`src/rtl/somador_subtrator_serial_pkg.sv`:
```
// Shared types for the digit-serial adder/subtractor: FSM state encoding and op codes.
package somador_pkg;

    typedef enum logic [1:0] {
        ST_IDLE = 2'd0,
        ST_RUN  = 2'd1,
        ST_DONE = 2'd2
    } state_e;

    typedef enum logic {
        OP_ADD = 1'b0,
        OP_SUB = 1'b1
    } op_e;

    // Counter width for NCHUNK slices; a single-slice build still needs one bit.
    function automatic int cnt_width(input int nchunk);
        return (nchunk > 1) ? $clog2(nchunk) : 1;
    endfunction

endpackage

```
`src/rtl/somador_subtrator_serial_if.sv`:
```
// Operand/result bundle of the serial adder/subtractor. The ovf wire exists only
// when ADDSUB_OVF_EN is defined.
interface somador_subtrator_serial_if #(
    parameter int WIDTH = 8
);
    logic             start;
    logic             sinal;
    logic             cin;
    logic [WIDTH-1:0] a;
    logic [WIDTH-1:0] b;
    logic             busy;
    logic             done;
    logic [WIDTH-1:0] s;
    logic             cout;
`ifdef ADDSUB_OVF_EN
    logic             ovf;

    modport master (
        output start, sinal, cin, a, b,
        input  busy, done, s, cout, ovf
    );
    modport slave (
        input  start, sinal, cin, a, b,
        output busy, done, s, cout, ovf
    );
`else
    modport master (
        output start, sinal, cin, a, b,
        input  busy, done, s, cout
    );
    modport slave (
        input  start, sinal, cin, a, b,
        output busy, done, s, cout
    );
`endif
endinterface

```
`src/rtl/somador_subtrator_serial_fatia.sv`:
```
// Combinational CHUNK-bit add/sub slice; cin_i is the already-adjusted carry (borrow inverted).
// c_msb_in_o (carry into the slice MSB) is present only with ADDSUB_OVF_EN.
module somador_subtrator_fatia
    import somador_pkg::*;
#(
    parameter int CHUNK = 2
) (
    input  logic             sinal_i,
    input  logic [CHUNK-1:0] a_i,
    input  logic [CHUNK-1:0] b_i,
    input  logic             cin_i,
    output logic [CHUNK-1:0] s_o,
    output logic             cout_o
`ifdef ADDSUB_OVF_EN
    ,
    output logic             c_msb_in_o
`endif
);

    logic [CHUNK-1:0] b_eff;
    logic [CHUNK:0]   sum;

    always_comb begin
        b_eff  = b_i ^ {CHUNK{sinal_i == OP_SUB}};
        sum    = {1'b0, a_i} + {1'b0, b_eff} + {{CHUNK{1'b0}}, cin_i};
        s_o    = sum[CHUNK-1:0];
        cout_o = sum[CHUNK];
    end

`ifdef ADDSUB_OVF_EN
    // Sum bit = a ^ b ^ carry-in, so the carry into the MSB can be recovered from it.
    assign c_msb_in_o = a_i[CHUNK-1] ^ b_eff[CHUNK-1] ^ sum[CHUNK-1];
`endif

endmodule

```
`src/rtl/somador_subtrator_serial.sv`:
```
// Digit-serial two's-complement adder/subtractor, CHUNK bits per clock, LSB slice first.
// Define ADDSUB_OVF_EN to add the signed-overflow flag.
//
// state   | meaning
// IDLE    | waiting for start; results held
// RUN     | one slice per cycle, counter selects result position
// DONE    | done pulse; a new start is accepted here without passing IDLE
module somador_subtrator_serial
    import somador_pkg::*;
#(
    parameter int WIDTH = 8,
    parameter int CHUNK = 2
) (
    input  logic                       clk,
    input  logic                       rst,
    somador_subtrator_serial_if.slave  bus
);

    localparam int              NCHUNK = WIDTH / CHUNK;
    localparam int              CNT_W  = cnt_width(NCHUNK);
    localparam logic [CNT_W-1:0] LAST  = CNT_W'(NCHUNK - 1);

    state_e           state_q, state_d;
    logic [CNT_W-1:0] cnt_q, cnt_d;
    logic [WIDTH-1:0] a_q, a_d;
    logic [WIDTH-1:0] b_q, b_d;
    logic [WIDTH-1:0] s_q, s_d;
    logic             sinal_q, sinal_d;
    logic             carry_q, carry_d;
    logic             cout_q, cout_d;

    logic [CHUNK-1:0] sl_s;
    logic             sl_cout;
`ifdef ADDSUB_OVF_EN
    logic             ovf_q, ovf_d;
    logic             sl_c_msb_in;
`endif

    somador_subtrator_fatia #(
        .CHUNK (CHUNK)
    ) u_fatia (
        .sinal_i    (sinal_q),
        .a_i        (a_q[CHUNK-1:0]),
        .b_i        (b_q[CHUNK-1:0]),
        .cin_i      (carry_q),
        .s_o        (sl_s),
        .cout_o     (sl_cout)
`ifdef ADDSUB_OVF_EN
        ,
        .c_msb_in_o (sl_c_msb_in)
`endif
    );

    always_comb begin
        state_d = state_q;
        cnt_d   = cnt_q;
        a_d     = a_q;
        b_d     = b_q;
        s_d     = s_q;
        sinal_d = sinal_q;
        carry_d = carry_q;
        cout_d  = cout_q;
`ifdef ADDSUB_OVF_EN
        ovf_d   = ovf_q;
`endif

        case (state_q)
            ST_IDLE, ST_DONE: begin
                if (bus.start) begin
                    a_d     = bus.a;
                    b_d     = bus.b;
                    sinal_d = bus.sinal;
                    // Subtraction is a + ~b + 1, so the borrow-in is inverted into a carry.
                    carry_d = bus.cin ^ (bus.sinal == OP_SUB);
                    cnt_d   = '0;
                    state_d = ST_RUN;
                end else begin
                    state_d = ST_IDLE;
                end
            end

            ST_RUN: begin
                for (int k = 0; k < NCHUNK; k++) begin
                    if (cnt_q == CNT_W'(k)) begin
                        s_d[k*CHUNK +: CHUNK] = sl_s;
                    end
                end
                a_d     = a_q >> CHUNK;
                b_d     = b_q >> CHUNK;
                carry_d = sl_cout;
                cnt_d   = cnt_q + 1'b1;
                if (cnt_q == LAST) begin
                    cout_d  = sl_cout;
`ifdef ADDSUB_OVF_EN
                    ovf_d   = sl_c_msb_in ^ sl_cout;
`endif
                    cnt_d   = '0;
                    state_d = ST_DONE;
                end
            end

            default: state_d = ST_IDLE;
        endcase
    end

    always_ff @(posedge clk or posedge rst) begin
        if (rst) begin
            state_q <= ST_IDLE;
            cnt_q   <= '0;
            a_q     <= '0;
            b_q     <= '0;
            s_q     <= '0;
            sinal_q <= 1'b0;
            carry_q <= 1'b0;
            cout_q  <= 1'b0;
`ifdef ADDSUB_OVF_EN
            ovf_q   <= 1'b0;
`endif
        end else begin
            state_q <= state_d;
            cnt_q   <= cnt_d;
            a_q     <= a_d;
            b_q     <= b_d;
            s_q     <= s_d;
            sinal_q <= sinal_d;
            carry_q <= carry_d;
            cout_q  <= cout_d;
`ifdef ADDSUB_OVF_EN
            ovf_q   <= ovf_d;
`endif
        end
    end

    assign bus.busy = (state_q == ST_RUN);
    assign bus.done = (state_q == ST_DONE);
    assign bus.s    = s_q;
    assign bus.cout = cout_q;
`ifdef ADDSUB_OVF_EN
    assign bus.ovf  = ovf_q;
`endif

endmodule

```
`src/flat_wrapper.sv`:
```
// flat-port wrapper written by rule: the top's interface ports become plain ports
module somador_subtrator_serial_flat import somador_pkg::*;
#(
    parameter int WIDTH = 8,
    parameter int CHUNK = 2
)
  (clk, rst, bus_start, bus_sinal, bus_cin, bus_a, bus_b, bus_busy, bus_done, bus_s, bus_cout);
  somador_subtrator_serial_if #(.WIDTH(WIDTH)) bus_i ();
  input  logic clk;
  input  logic rst;
  input wire logic [$bits(bus_i.start)-1:0] bus_start;
  input wire logic [$bits(bus_i.sinal)-1:0] bus_sinal;
  input wire logic [$bits(bus_i.cin)-1:0] bus_cin;
  input wire logic [$bits(bus_i.a)-1:0] bus_a;
  input wire logic [$bits(bus_i.b)-1:0] bus_b;
  output wire logic [$bits(bus_i.busy)-1:0] bus_busy;
  output wire logic [$bits(bus_i.done)-1:0] bus_done;
  output wire logic [$bits(bus_i.s)-1:0] bus_s;
  output wire logic [$bits(bus_i.cout)-1:0] bus_cout;
  assign bus_i.start = bus_start;
  assign bus_i.sinal = bus_sinal;
  assign bus_i.cin = bus_cin;
  assign bus_i.a = bus_a;
  assign bus_i.b = bus_b;
  assign bus_busy = bus_i.busy;
  assign bus_done = bus_i.done;
  assign bus_s = bus_i.s;
  assign bus_cout = bus_i.cout;
  somador_subtrator_serial #(.WIDTH(WIDTH), .CHUNK(CHUNK)) u_core (.clk(clk), .rst(rst), .bus(bus_i));
endmodule
```
`config.mk`:
```
export PLATFORM = sky130hd
export DESIGN_NAME = somador_subtrator_serial_flat
export DESIGN_NICKNAME = d
export VERILOG_FILES = /design/src/rtl/somador_subtrator_serial_pkg.sv /design/src/rtl/somador_subtrator_serial_if.sv /design/src/rtl/somador_subtrator_serial_fatia.sv /design/src/rtl/somador_subtrator_serial.sv /design/src/flat_wrapper.sv
export SDC_FILE = /design/constraint.sdc
export NUM_CORES = 1
export LEC_CHECK = 0
export BUFFER_PORTS_ARGS = -buffer_cell sky130_fd_sc_hd__buf_2
export CAP_MARGIN = 20
export CORE_ASPECT_RATIO = 2
export CORE_MARGIN = 2
export CORE_UTILIZATION = 50
export DETAILED_ROUTE_END_ITERATION = 6
export PLACE_DENSITY_LB_ADDON = 0.1
export SETUP_SLACK_MARGIN = 0.3
export SLEW_MARGIN = 0
export SYNTH_ARGS = -nofsm -noshare
export SYNTH_HDL_FRONTEND = slang
export SYNTH_SLANG_ARGS = --single-unit
```
`constraint.sdc`:
```
create_clock -name clk -period 2.25 [get_ports clk]
set_input_delay 0.5625 -clock clk [delete_from_list [all_inputs] [get_ports clk]]
set_output_delay 0.5625 -clock clk [all_outputs]
set_load 0.01 [all_outputs]
```
* After elaboration in Yosys (flattened, before gate mapping)
Cells that the tools add are included.
** Storage, ports and cells
- Register bits after elaboration :: 31
- Bits of input ports :: 21
- Logic and storage cells :: 45
** Operators by class
- $add $sub $neg :: 3
- Eq/ne operators :: 7
- Muxes and demuxes :: 12
- Bitwise gates (word level) :: 2
- Reduce and logical (&&, ||, !) cells :: 10
** Operators by type and width (count)
- case mux 8 bit (2 select lines) :: 2
- 2-to-1 mux 8 bit :: 2
- AND reduction 2 bit :: 6
- case mux 2 bit (2 select lines) :: 2
- equality test 2 bit (second input constant) :: 3
- 2-to-1 mux 2 bit :: 3
- equality test 2 x 1 -> 1 bit (second input constant) :: 2
- logical NOT 2 bit :: 2
- adder 2 x 2 -> 3 bit :: 1
- adder 3 x 1 -> 3 bit :: 1
- adder 2 x 1 -> 2 bit (second input constant) :: 1
- 2-to-1 mux 1 bit :: 2
- inequality test 2 x 1 -> 1 bit (second input constant) :: 1
- inequality test 2 bit (second input constant) :: 1
- case mux 1 bit (2 select lines) :: 1
- nonzero test 2 bit :: 1
- OR reduction 2 bit :: 1
- XOR 2 bit :: 1
- XOR 1 bit :: 1

* Longest topological paths before layout
Gate-level depths: netlist of run 1.
- Word-level depth :: 4
- Mapped depth :: 6
- Depth with buffers taken out :: 4

* Cells and area by module
Synthesis of run 1 repeated with hierarchy kept, for this count alone.
** Unflattened totals
- Cells, all modules :: 118
- Area, all modules :: 1428.9 um2
** Modules (own cells, without submodules)
- somador_subtrator_serial :: instances 1, cells an instance 114, area an instance 1371.3 um2, seq. area each 775.7 um2
- somador_subtrator_fatia :: instances 1, cells an instance 4, area an instance 57.6 um2, seq. area each 0.0 um2

* Worst setup path before layout of run 1
OpenSTA, ideal clock, no wires.
- Path kind :: reg-to-reg
- From :: register u_core.sinal_q
- To :: register u_core.s_q[1] (netlist: u_core.bus.s[1])
- Library setup time :: 125 ps
- Arrival :: 1684 ps
- Data required time :: 2125 ps
- Setup slack :: 441 ps
- Stages on the path, launching flop included :: 5
- Path buffers :: 0
- Period minus slack after synthesis :: 1809 ps
- Cells stage by stage :: dfrtp_1 > xor2_1 > fa_1 > fa_1 > mux2_4
** On the way
- Longest elaborated chain between the ends :: 3
** Ends and longest elaborated chain
- start: declaration :: RTL line somador_subtrator_serial.sv:28 : logic sinal_q, sinal_d;
- start signal: assignment :: RTL line somador_subtrator_serial.sv:125 : sinal_q <= sinal_d;
- XOR 2 bit :: RTL line somador_subtrator_serial_fatia.sv:24 : b_eff = b_i ^ {CHUNK{sinal_i == OP_SUB}};
- adder 2 x 2 -> 3 bit :: RTL line somador_subtrator_serial_fatia.sv:25 : sum = {1'b0, a_i} + {1'b0, b_eff} + {{CHUNK{1'b0}}, cin_i};
- adder 3 x 1 -> 3 bit :: RTL line somador_subtrator_serial_fatia.sv:25
- net u_core.sl_s[1] :: RTL line somador_subtrator_serial.sv:32 : logic [CHUNK-1:0] sl_s;
- end signal: assignment :: RTL line somador_subtrator_serial.sv:112 : s_q <= '0;
- end signal: assignment :: RTL line somador_subtrator_serial.sv:124 : s_q <= s_d;
- end: declaration :: RTL line somador_subtrator_serial.sv:27 : logic [WIDTH-1:0] s_q, s_d;
The timed path passes the listed nets, and every way through them passes these cells.
A chain may end at the register's enable or synchronous reset.

* Worst setup path after layout of run 1
- From :: register u_core.state_q[1]
- To :: output bus_busy
** On the way
- Longest elaborated chain between the ends :: 1
** Ends and longest elaborated chain
- start: declaration :: RTL line somador_subtrator_serial.sv:23 : state_e state_q, state_d;
- start signal: assignment :: RTL line somador_subtrator_serial.sv:120 : state_q <= state_d;
- equality test 2 x 1 -> 1 bit :: RTL line somador_subtrator_serial.sv:134 : assign bus.busy = (state_q == ST_RUN);
- end: declaration :: RTL line flat_wrapper.sv:16 : output wire logic [$bits(bus_i.busy)-1:0] bus_busy;
Every way passes these cells.

==> metrics.cfg, run 1 <==
[synth]
synth_top_family_by_area = simple AND/OR/NAND/NOR gates
synthSimpleGateAreaFrac_pct = 13.22
synth_compound_area_share_pct = 10.95
ys_seq_area_share_pct = 54.29
synth.area.mux_share_pct = 9.457
async_flop_share_pct = 100.0
synth-xor-area-share_pct = 1.839
synth_warnings = 0
ys.flop_type = dfrtp_1
synthAdderAreaFrac_pct = 6.305
synth_edf_count = 0
synthCells = 118
syn_nets = 145
synth-seq-cells = 31
avgSynthCellArea_um2 = 12.11
syn_area_mm2 = 0.001429
yosys.cell_types.count = 27

[cells_and_area]
seqCellArea_um2 = 775.7
syn_to_final_growth_pct = 19.09
fin_nets = 181
final_area_mm2 = 0.001702
layoutNonFillerInstCount = 184
drive_above_1_share_pct = 37.42
final_cell_mix = buf_2, dfrtp_1, nand2_1
diodes = 0
fill_cells = 231
multi_input_area_um2 = 599.3

[placed_design]
port_buffers = 31
dpl_cell_area_mm2 = 0.001613
gp_congestion = 0.7716
dp.cells = 176
dp_hpwl_mm = 2.233

[floorplan]
dieArea_mm2 = 0.003327
fp.dieH_um = 79.60
die_x_um = 41.80
row_count = 27
ios = 32
core_mm2 = 0.002736
initial_core_util_pct = 52.22

[worst_setup_path]
path_depth = 3
reg2reg_depth = 4
slowest_delay_ps = 360
slowest_stage = dfrtp_1
critPathArrivalTime_ps = 1320
path_class = flip-flop to primary output
end_kind = primary output
worstPathCellList = nand2b_2 -> inv_6 -> buf_2
crit_family = flip-flops
startpoint_type = flip-flop
cp.buffers_inverters = 2
crit_fanout = 15
crit_required_ps = 1690

[global_route]
grt_pass1_vias = 1031
grt_max_degree = 32
antenna_found_initial = 0
grt_usage_pct = 20.26
grt_pass1_wl_mm = 5.002
overflow = 0

[timing]
fin_crit_ps = 1880
fmax_mhz = 531.8
fin_crit_sh_pct = 83.58
max_slew_margin_pct = 73.36
skew_ps = 5.676
rsz0062_at_grt = no
final_max_slew_viol_count = 0
hold_viol_final = 0
tightestPinTransition_ps = 399.6
finalSetupTns_ps = 0
fin_hold_ws_ps = 356.7
finalSetupViolations = 0

[power]
peakVddDrop_uv = 1019
power.total_w = 0.002694
powerDensity_mw_per_mm2 = 1583
p_leak_nw = 0.9061

[routing]
drt_iter0_markers = 20
drtAntennaViolNets = 0
routedWlPerCell_um = 15.86
finalWirelength_mm = 2.919
route.detailed.drc = 0
via_per_inst = 5.478
dr.pass1.iters = 4
via_count = 1008

[cts]
cts-root-buf = clkbuf_8
cts_tree = yes
clk_pin_slew_ps = 60
clkLatencyLatePin_ps = 270
htreeDepth = 2
cts_setup_buffers = 0
clock_path_buffers = 2
numCtsBuffers = 5
cts_sinks = 31

[hold_path]
min_path_type = input port to asynchronous set/reset pin

[run]
cap_violations = 0

[run_status]
status = finished clean

[cells by family (layout without fill, tap and decap cells)]
| logic type | Yosys count | after routing |
|---|---|---|
| AO/OA/AOI/OAI | 20 | 20 |
| buffers and inverters | 11 | 48 |
| multiplexers | 9 | 9 |
| adder cells (fa/ha/maj) | 6 | 6 |
| XOR/XNOR | 3 | 3 |
| AND/OR/NAND/NOR | 38 | 38 |
| flip-flops | 31 | 31 |
[registers in the layout, summed over array words and instances, names as in the netlist]
signal,cells
u_core.a_q,8
u_core.b_q,8
u_core.bus.cout,1
u_core.bus.s,8
u_core.carry_q,1
u_core.cnt_q,2
u_core.sinal_q,1
u_core.state_q,2
[where the power goes]
group / internal, W / leakage [nW] / total (W) / switching [W]
clock: 0.000216 / 0.0422 / 0.000401 / 0.000185
sequential: 0.000821 / 0.386 / 0.000998 / 0.000176
combinational: 0.000631 / 0.478 / 0.00129 / 0.000663
[path summary, 6_finish.rpt]
path	to	start	slack, ps
setup / recovery	bus_busy	u_core.state_q[1]	370
hold / removal	u_core.a_q[1]	rst	360
setup reg to reg	u_core.bus.s[5]	u_core.sinal_q	370
hold reg to reg	u_core.b_q[4]	u_core.b_q[4]	500
max in group asynchronous	u_core.bus.s[2]	rst	1590
min in group clk	u_core.b_q[4]	u_core.b_q[4]	500
[Yosys cell counts, types with 2 or more instances]
master	instances	share of area, %
a22oi_1	12	6.3
mux2_4	9	9.5
nand2_1	15	3.9
buf_2	3	1.1
fa_1	2	2.8
ha_1	4	3.5
nand3_1	12	4.2
nor2b_1	2	0.88
nand2_2	3	1.3
a22o_1	5	3.1
dfrtp_1	31	54
xor2_1	2	1.2
inv_1	4	1.1
[layout make-up]
class / instances / area share [%]
clock buffer: 7 / 4.485
tap: 29 / 2.132
timing repair buffer: 35 / 10.88
sequential: 31 / 45.59
clock inverter: 1 / 0.2941
multi-input combinational: 76 / 35.22
inverter: 5 / 1.397
[worst register-to-register path, cell delays in order (launching register included)]
cell and delay [ps]:
dfrtp_1 420, xor2_1 190, fa_1 390, fa_2 470, mux2_4 290
[through the flow]
stage               setup slack (ps)  util, %
floorplan                      440.6        -
detailed placement             339.4    58.94
global placement               424.6    58.94
global route                   310.9    62.19
finish                         369.6    62.19
CTS                            323.1    62.00
[per-layer routing]
| layer | global-route usage (%) | vias up | share of wire, % |
|---|---|---|---|
| met3 | 2.715 | 6 | 3.1 |
| met5 | 0 | - | 0 |
| li1 | - | 481 | - |
| met4 | 9.355 | 0 | 2.6 |
| met2 | 36.88 | 25 | 57 |
| met1 | 22.69 | 496 | 37 |
[repair_timing]
action	in CTS	in global routing
hold buffers	0	0
pin swaps	0	0
setup endpoints to repair	1	5
resized for setup	1	2
hold endpoints to repair	0	0
(Power assumes the default switching activity.)
==> run 2, diff against run 1 <==
--- a/config.mk
+++ b/config.mk
@@ -9,7 +9,7 @@
 export CAP_MARGIN = 20
 export CORE_ASPECT_RATIO = 2
 export CORE_MARGIN = 2
-export CORE_UTILIZATION = 50
+export CORE_UTILIZATION = 47
 export DETAILED_ROUTE_END_ITERATION = 6
 export PLACE_DENSITY_LB_ADDON = 0.1
 export SETUP_SLACK_MARGIN = 0.3
==> constraint.sdc (replaced) <==
create_clock -name clk -period 1.71 [get_ports clk]
set_input_delay 0.4275 -clock clk [delete_from_list [all_inputs] [get_ports clk]]
set_output_delay 0.4275 -clock clk [all_outputs]
set_load 0.01 [all_outputs]
==> run 2 against run 1 <==
  * The flow now finishes with violations (setup timing)
  * Global-route usage is 1.2 points lower
  * Sequential power is 30% higher
  * Utilization is 3.4 points lower
  * Non-clock buffer count is 3 higher
  * Critical path type is now flip-flop to flip-flop
  * Largest power group unchanged
  * Clock skew is 1.9 ps higher
  * Combinational power is 36% higher
  * Sequential share of layout area is 0.73 points lower
  * Critical path depth is 1 higher
  * First-iteration DRC count is 5.0% lower
  * Register-to-register slack worse by 430 ps
==> metrics.cfg, run 2 (synthesized netlist as in run 1, its figures left out) <==
[cells_and_area]
fin_nets = 184  ; was 181
layoutNonFillerInstCount = 188  ; was 184
final_cell_mix = buf_2, dfrtp_1, nand2_1  ; unchanged
multi_input_area_um2 = 606.8  ; was 599.3 um2
seqCellArea_um2 = 775.7  ; unchanged
syn_to_final_growth_pct = 21.02  ; was 19.09%
diodes = 0  ; unchanged
drive_above_1_share_pct = 39.24  ; was 37.42%
fill_cells = 269  ; was 231

[power]
powerDensity_mw_per_mm2 = 2087  ; was 1583 mW/mm2
p_leak_nw = 0.9198  ; was 0.9061 nW
p_switching_w = 0.001354  ; was 0.001024 W
clockPowerShare_pct = 15.4  ; was 14.9%
internal-power_w = 0.002254  ; was 0.001669 W
swShare_pct = 37.53  ; was 38.03%
pwr-share-seq_pct = 36.0  ; was 37.0%
combPwrFrac_pct = 48.7  ; was 48.1%
peakVddDrop_uv = 942.6  ; was 1019 uV

[placed_design]
port_buffers = 31  ; unchanged
gp_congestion = 0.7957  ; was 0.7716
dp.cells = 179  ; was 176
dp_hpwl_mm = 2.034  ; was 2.233 mm
dpl_worst_slack_ps = -51.38  ; was 339.4 ps

[worst_setup_path]
slowest_delay_ps = 460  ; was 360 ps
reg2reg_depth = 4  ; unchanged
reg2reg_from = u_core.sinal_q  ; unchanged
reg2reg_to = u_core.bus.s[3]  ; was u_core.bus.s[5]
crit_top_cell = fa_2
path_class = flip-flop to flip-flop  ; was flip-flop to primary output
startpoint_type = flip-flop  ; unchanged
critPathArrivalTime_ps = 1940  ; was 1320 ps
crit_fanout = 4  ; was 15
end_kind = flip-flop  ; was primary output
crit_required_ps = 1880  ; was 1690 ps
cp.buffers_inverters = 0  ; was 2
path_depth = 4  ; was 3
worstPathCellList = xor2_1 -> fa_2 -> fa_2 -> mux2_4  ; was nand2b_2 -> inv_6 -> buf_2
slowest_stage = fa_2  ; was dfrtp_1
cp-endpoint = u_core.bus.s[3]  ; was bus_busy
crit_family = adder cells  ; was flip-flops
startpoint = u_core.sinal_q  ; was u_core.state_q[1]
r2r_slack_ps = -60  ; was 370 ps

[timing]
max_slew_margin_pct = 74.50  ; was 73.36%
fin_hold_ws_ps = 202.3  ; was 356.7 ps
fin_crit_sh_pct = 103.4
skew_ps = 7.593  ; was 5.676 ps
fin_crit_ps = 1769
fmax_mhz = 565.4
hold_viol_final = 0  ; unchanged
rsz0062_at_grt = yes  ; was no
finalSetupViolations = 4  ; was 0
worst_slack_ps = -58.62  ; was 369.6 ps
tightestPinTransition_ps = 382.5  ; was 399.6 ps
finalSetupTns_ps = -226.6  ; was 0 ps
final_max_slew_viol_count = 0  ; unchanged

[floorplan]
ios = 32  ; unchanged
die_x_um = 42.99  ; was 41.80 um
row_count = 28  ; was 27
initial_core_util_pct = 48.55  ; was 52.22%
core_mm2 = 0.002943  ; was 0.002736 mm2
fp.dieH_um = 81.98  ; was 79.60 um
dieArea_mm2 = 0.003524  ; was 0.003327 mm2

[cts]
numCtsBuffers = 5  ; unchanged
clk_pin_slew_ps = 70  ; was 60 ps
cts_tree = yes  ; unchanged
clkLatencyLatePin_ps = 290  ; was 270 ps
cts-root-buf = clkbuf_8  ; unchanged
clock_path_buffers = 2  ; unchanged
cts_sinks = 31  ; unchanged
htreeDepth = 2  ; unchanged

[global_route]
grt_max_degree = 32  ; unchanged
grt_use_met3_pct = 4.615  ; was 2.715%
grt_usage_pct = 19.03  ; was 20.26%
top_usage_layer = met2  ; unchanged
antenna_found_initial = 0  ; unchanged
grt_pass1_wl_mm = 4.836  ; was 5.002 mm
use_met2_pct = 32.12  ; was 36.88%
grt_pass1_vias = 997  ; was 1031
overflow = 0  ; unchanged
met1_usage_pct = 21.51  ; was 22.69%

[routing]
via_count = 1014  ; was 1008
drt_iter0_markers = 19  ; was 20
drtAntennaViolNets = 0  ; unchanged
routedWlPerCell_um = 14.87  ; was 15.86 um
finalWirelength_mm = 2.795  ; was 2.919 mm
via_per_inst = 5.394  ; was 5.478
dr.pass1.iters = 4  ; unchanged
route.detailed.drc = 0  ; unchanged

[hold_path]
min_path_type = input port to asynchronous set/reset pin  ; unchanged

[run_status]
failed_checks = setup timing
status = finished with violations  ; was finished clean

[run]
cap_violations = 0  ; unchanged

[run 2: cell count changes in the layout (fill, tap and decap cells not counted)]
cell / change
buf_4: +3
fa_1: -1
fa_2: +1
clkinv_2: +1
nor2_2: -1
nor2_4: +1
inv_6: -1
[run 2: area by class of cell]
cell class                 count  area share (%)
clock buffer                   7           4.414
clock inverter                 1          0.2894
inverter                       5           1.158
multi-input combinational     76           35.09
sequential                    31           44.86
tap                           30           2.171
timing repair buffer          38           12.01
[run 2: worst min-delay path by stage]
stage | startpoint | end | slack, ps | depth (start not counted)
after floorplan | u_core.a_q[6] | u_core.a_q[6] | 470 | 1
after global placement | u_core.b_q[3] | u_core.b_q[3] | 480 | 2
after detailed placement | u_core.b_q[3] | u_core.b_q[3] | 480 | 2
after CTS | rst | u_core.a_q[3] | 220 | 3
after global routing | rst | u_core.bus.s[5] | 240 | 3
final | rst | u_core.bus.s[5] | 200 | 3
[run 2: routing by layer]
layer	vias up	share of wire, %
li1	493	-
met1	482	39
met2	32	54
met3	7	4.9
met4	0	2.8
met5	-	0
[run 2: metrics by stage]
stage | util (%) | cell area [um2] | power, W
2_1_floorplan | - | 1434 | 0.002591
3_3_place_gp | 55.53 | 1634 | 0.003003
3_5_place_dp | 55.53 | 1634 | 0.003067
4_1_cts | 58.29 | 1715 | 0.003630
5_1_grt | 58.76 | 1729 | 0.003901
6_report | 58.76 | 1729 | 0.003609
[run 2: repair_timing]
item | in CTS | in global routing
buffers inserted | 0 | 1
setup endpoints to repair | 11 | 16
resized for setup | 0 | 2
hold buffers | 0 | 0
[run 2: power by group through the flow]
stage	sequential (W)	clock, W	combinational, W
4_1_cts	0.00131	0.000571	0.00175
5_1_grt	0.00134	0.000595	0.00197
2_1_floorplan	0.00132	0	0.00127
3_5_place_dp	0.00132	0	0.00175
3_3_place_gp	0.00130	0	0.00170
6_report	0.00130	0.000554	0.00176
[run 2: worst min-delay path: cells and delay by family]
kind	cells	cell delay [ps]
buffers and inverters	3	470
==> run 3, diff against run 2 <==
--- a/config.mk
+++ b/config.mk
@@ -7,7 +7,7 @@
 export LEC_CHECK = 0
 export BUFFER_PORTS_ARGS = -buffer_cell sky130_fd_sc_hd__buf_2
 export CAP_MARGIN = 20
-export CORE_ASPECT_RATIO = 2
+export CORE_ASPECT_RATIO = 1.75
 export CORE_MARGIN = 2
 export CORE_UTILIZATION = 47
 export DETAILED_ROUTE_END_ITERATION = 6
==> run 3 against run 2 <==
  * The run still ends with setup timing left
  * Count of clock-buffer cells in the layout is 1 higher
  * Setup slack got worse by 27 ps
  * Utilization rose by 1.3 points
  * Critical path type unchanged
==> metrics.cfg, run 3 (synthesized netlist as in run 1, its figures left out) <==
[hold_path]
min_path_type = input port to asynchronous set/reset pin  ; unchanged

[cells_and_area]
diodes = 0  ; unchanged
fin_nets = 184  ; unchanged
multi_input_area_um2 = 601.8  ; was 606.8 um2
syn_to_final_growth_pct = 21.72  ; was 21.02%
seqCellArea_um2 = 775.7  ; unchanged
final_area_mm2 = 0.001739  ; was 0.001729 mm2
fill_cells = 248  ; was 269
drive_above_1_share_pct = 39.87  ; was 39.24%
final_cell_mix = buf_2, dfrtp_1, nand2_1  ; unchanged

[floorplan]
row_count = 26  ; was 28
fp.dieH_um = 76.94  ; was 81.98 um
dieArea_mm2 = 0.003515  ; was 0.003524 mm2
initial_core_util_pct = 49.35  ; was 48.55%
ios = 32  ; unchanged
core_mm2 = 0.002895  ; was 0.002943 mm2
die_x_um = 45.68  ; was 42.99 um

[timing]
fin_crit_sh_pct = 105.0  ; was 103.4%
max_slew_margin_pct = 73.65  ; was 74.50%
finalSetupViolations = 5  ; was 4
rsz0062_at_grt = yes  ; unchanged
final_max_slew_viol_count = 0  ; unchanged
skew_ps = 5.201  ; was 7.593 ps
tightestPinTransition_ps = 395.2  ; was 382.5 ps
hold_viol_final = 0  ; unchanged
fmax_mhz = 557.0  ; was 565.4 MHz
fin_hold_ws_ps = 215.3  ; was 202.3 ps
worst_slack_ps = -85.20  ; was -58.62 ps
fin_crit_ps = 1795  ; was 1769 ps

[power]
peakVddDrop_uv = 986.0  ; was 942.6 uV
p_leak_nw = 0.9287  ; was 0.9198 nW
powerDensity_mw_per_mm2 = 2117  ; was 2087 mW/mm2

[cts]
numCtsBuffers = 5  ; unchanged
clkLatencyLatePin_ps = 280  ; was 290 ps
cts_tree = yes  ; unchanged
cts-root-buf = clkbuf_8  ; unchanged
clk_pin_slew_ps = 60  ; was 70 ps
cts_hold_buf = 0  ; unchanged
clock_path_buffers = 2  ; unchanged
htreeDepth = 2  ; unchanged
cts_resized = 0  ; unchanged
cts_sinks = 31  ; unchanged

[worst_setup_path]
reg2reg_to = u_core.bus.s[1]  ; was u_core.bus.s[3]
slowest_stage = fa_2  ; unchanged
crit_fanout = 4  ; unchanged
cp-endpoint = u_core.bus.s[1]  ; was u_core.bus.s[3]
startpoint = u_core.sinal_q  ; unchanged
crit_required_ps = 1870  ; was 1880 ps
startpoint_type = flip-flop  ; unchanged
slowest_delay_ps = 460  ; about the same
end_kind = flip-flop  ; unchanged
critPathArrivalTime_ps = 1950  ; was 1940 ps
reg2reg_from = u_core.sinal_q  ; unchanged
reg2reg_depth = 4  ; unchanged
crit_top_cell = fa_2  ; unchanged
worstPathCellList = xor2_1 -> fa_2 -> fa_2 -> mux2_4  ; unchanged
path_class = flip-flop to flip-flop  ; unchanged
crit_family = adder cells  ; unchanged
r2r_slack_ps = -90  ; was -60 ps
path_depth = 4  ; unchanged
cp.buffers_inverters = 0  ; unchanged

[run_status]
status = finished with violations  ; unchanged
failed_checks = setup timing  ; unchanged

[global_route]
antenna_found_initial = 0  ; unchanged
grt_pass1_vias = 1075  ; was 997
grt_pass1_wl_mm = 4.802  ; was 4.836 mm
grt_max_degree = 32  ; unchanged
grt_usage_pct = 18.78  ; was 19.03%
overflow = 0  ; unchanged

[routing]
route.detailed.drc = 0  ; unchanged
drt_iter0_markers = 18  ; was 19
routedWlPerCell_um = 15.37  ; was 14.87 um
via_count = 1025  ; was 1014
drtAntennaViolNets = 0  ; unchanged
dr.pass1.iters = 4  ; unchanged
via_per_inst = 5.511  ; was 5.394
finalWirelength_mm = 2.858  ; was 2.795 mm

[placed_design]
dpl_cell_area_mm2 = 0.001632  ; was 0.001634 mm2
dp_hpwl_mm = 2.127  ; was 2.034 mm
gp_congestion = 0.7623  ; was 0.7957
dpl_worst_slack_ps = -78.71  ; was -51.38 ps
port_buffers = 31  ; unchanged

[run]
cap_violations = 0  ; unchanged

==> run 3: worst min-delay path by stage <==
stage	from	endpoint	slack [ps]	cells past startpoint
2_1_floorplan	u_core.a_q[6]	u_core.a_q[6]	470	1
3_3_place_gp	u_core.b_q[3]	u_core.b_q[3]	480	2
3_5_place_dp	u_core.b_q[3]	u_core.b_q[3]	490	2
4_1_cts	rst	u_core.bus.s[2]	230	3
5_1_grt	rst	u_core.bus.s[2]	250	3
6_report	rst	u_core.bus.cout	220	3
==> run 3: per-stage QoR <==
| stage | setup TNS (ps) | cells | total power (W) | utilization (%) |
|---|---|---|---|---|
| 3_5_place_dp | -301.5 | 177 | 0.003082 | 56.35 |
| 3_3_place_gp | -49.94 | 177 | 0.002989 | 56.35 |
| 6_report | -332.9 | 186 | 0.003682 | 60.07 |
| 5_1_grt | -485.9 | 186 | 0.003965 | 60.07 |
| 2_1_floorplan | -65.87 | 118 | 0.002591 | - |
| 4_1_cts | -365.2 | 185 | 0.003719 | 59.81 |
==> run 3: worst register-to-register path, stage by stage, from the launching register on <==
cell and delay (ps):
dfrtp_1 390, xor2_1 180, fa_2 360, fa_2 460, mux2_4 290
==> run 3: routing by layer <==
layer  up-vias  share of wire (%)  GRT usage [%]
li1        483                  -              -
met1       504                 37          20.83
met2        31                 56          32.25
met3         7                4.2          4.941
met4         0                1.8          7.059
met5         -                  0              0
==> run 3: final cells by class <==
cell class | count | share of cell area, %
tap | 28 | 2.014
inverter | 5 | 1.079
timing repair buffer | 38 | 11.94
multi-input combinational | 76 | 34.60
clock buffer | 8 | 5.755
sequential | 31 | 44.60
==> run 3: power by group <==
group / leakage [nW] / switching, W / internal [W] / total, W
Combinational: 0.491 / 0.000870 / 0.000881 / 0.00175
Clock: 0.0515 / 0.000252 / 0.000367 / 0.000618
Sequential: 0.386 / 0.000232 / 0.00108 / 0.00131
Total: 0.929 / 0.00135 / 0.00233 / 0.00368
==> run 3: what timing repair did <==
item                                    in CTS  in global routing
endpoints found under the setup margin      11                 12
buffers inserted                             0                  1
pin swaps                                    0                  0
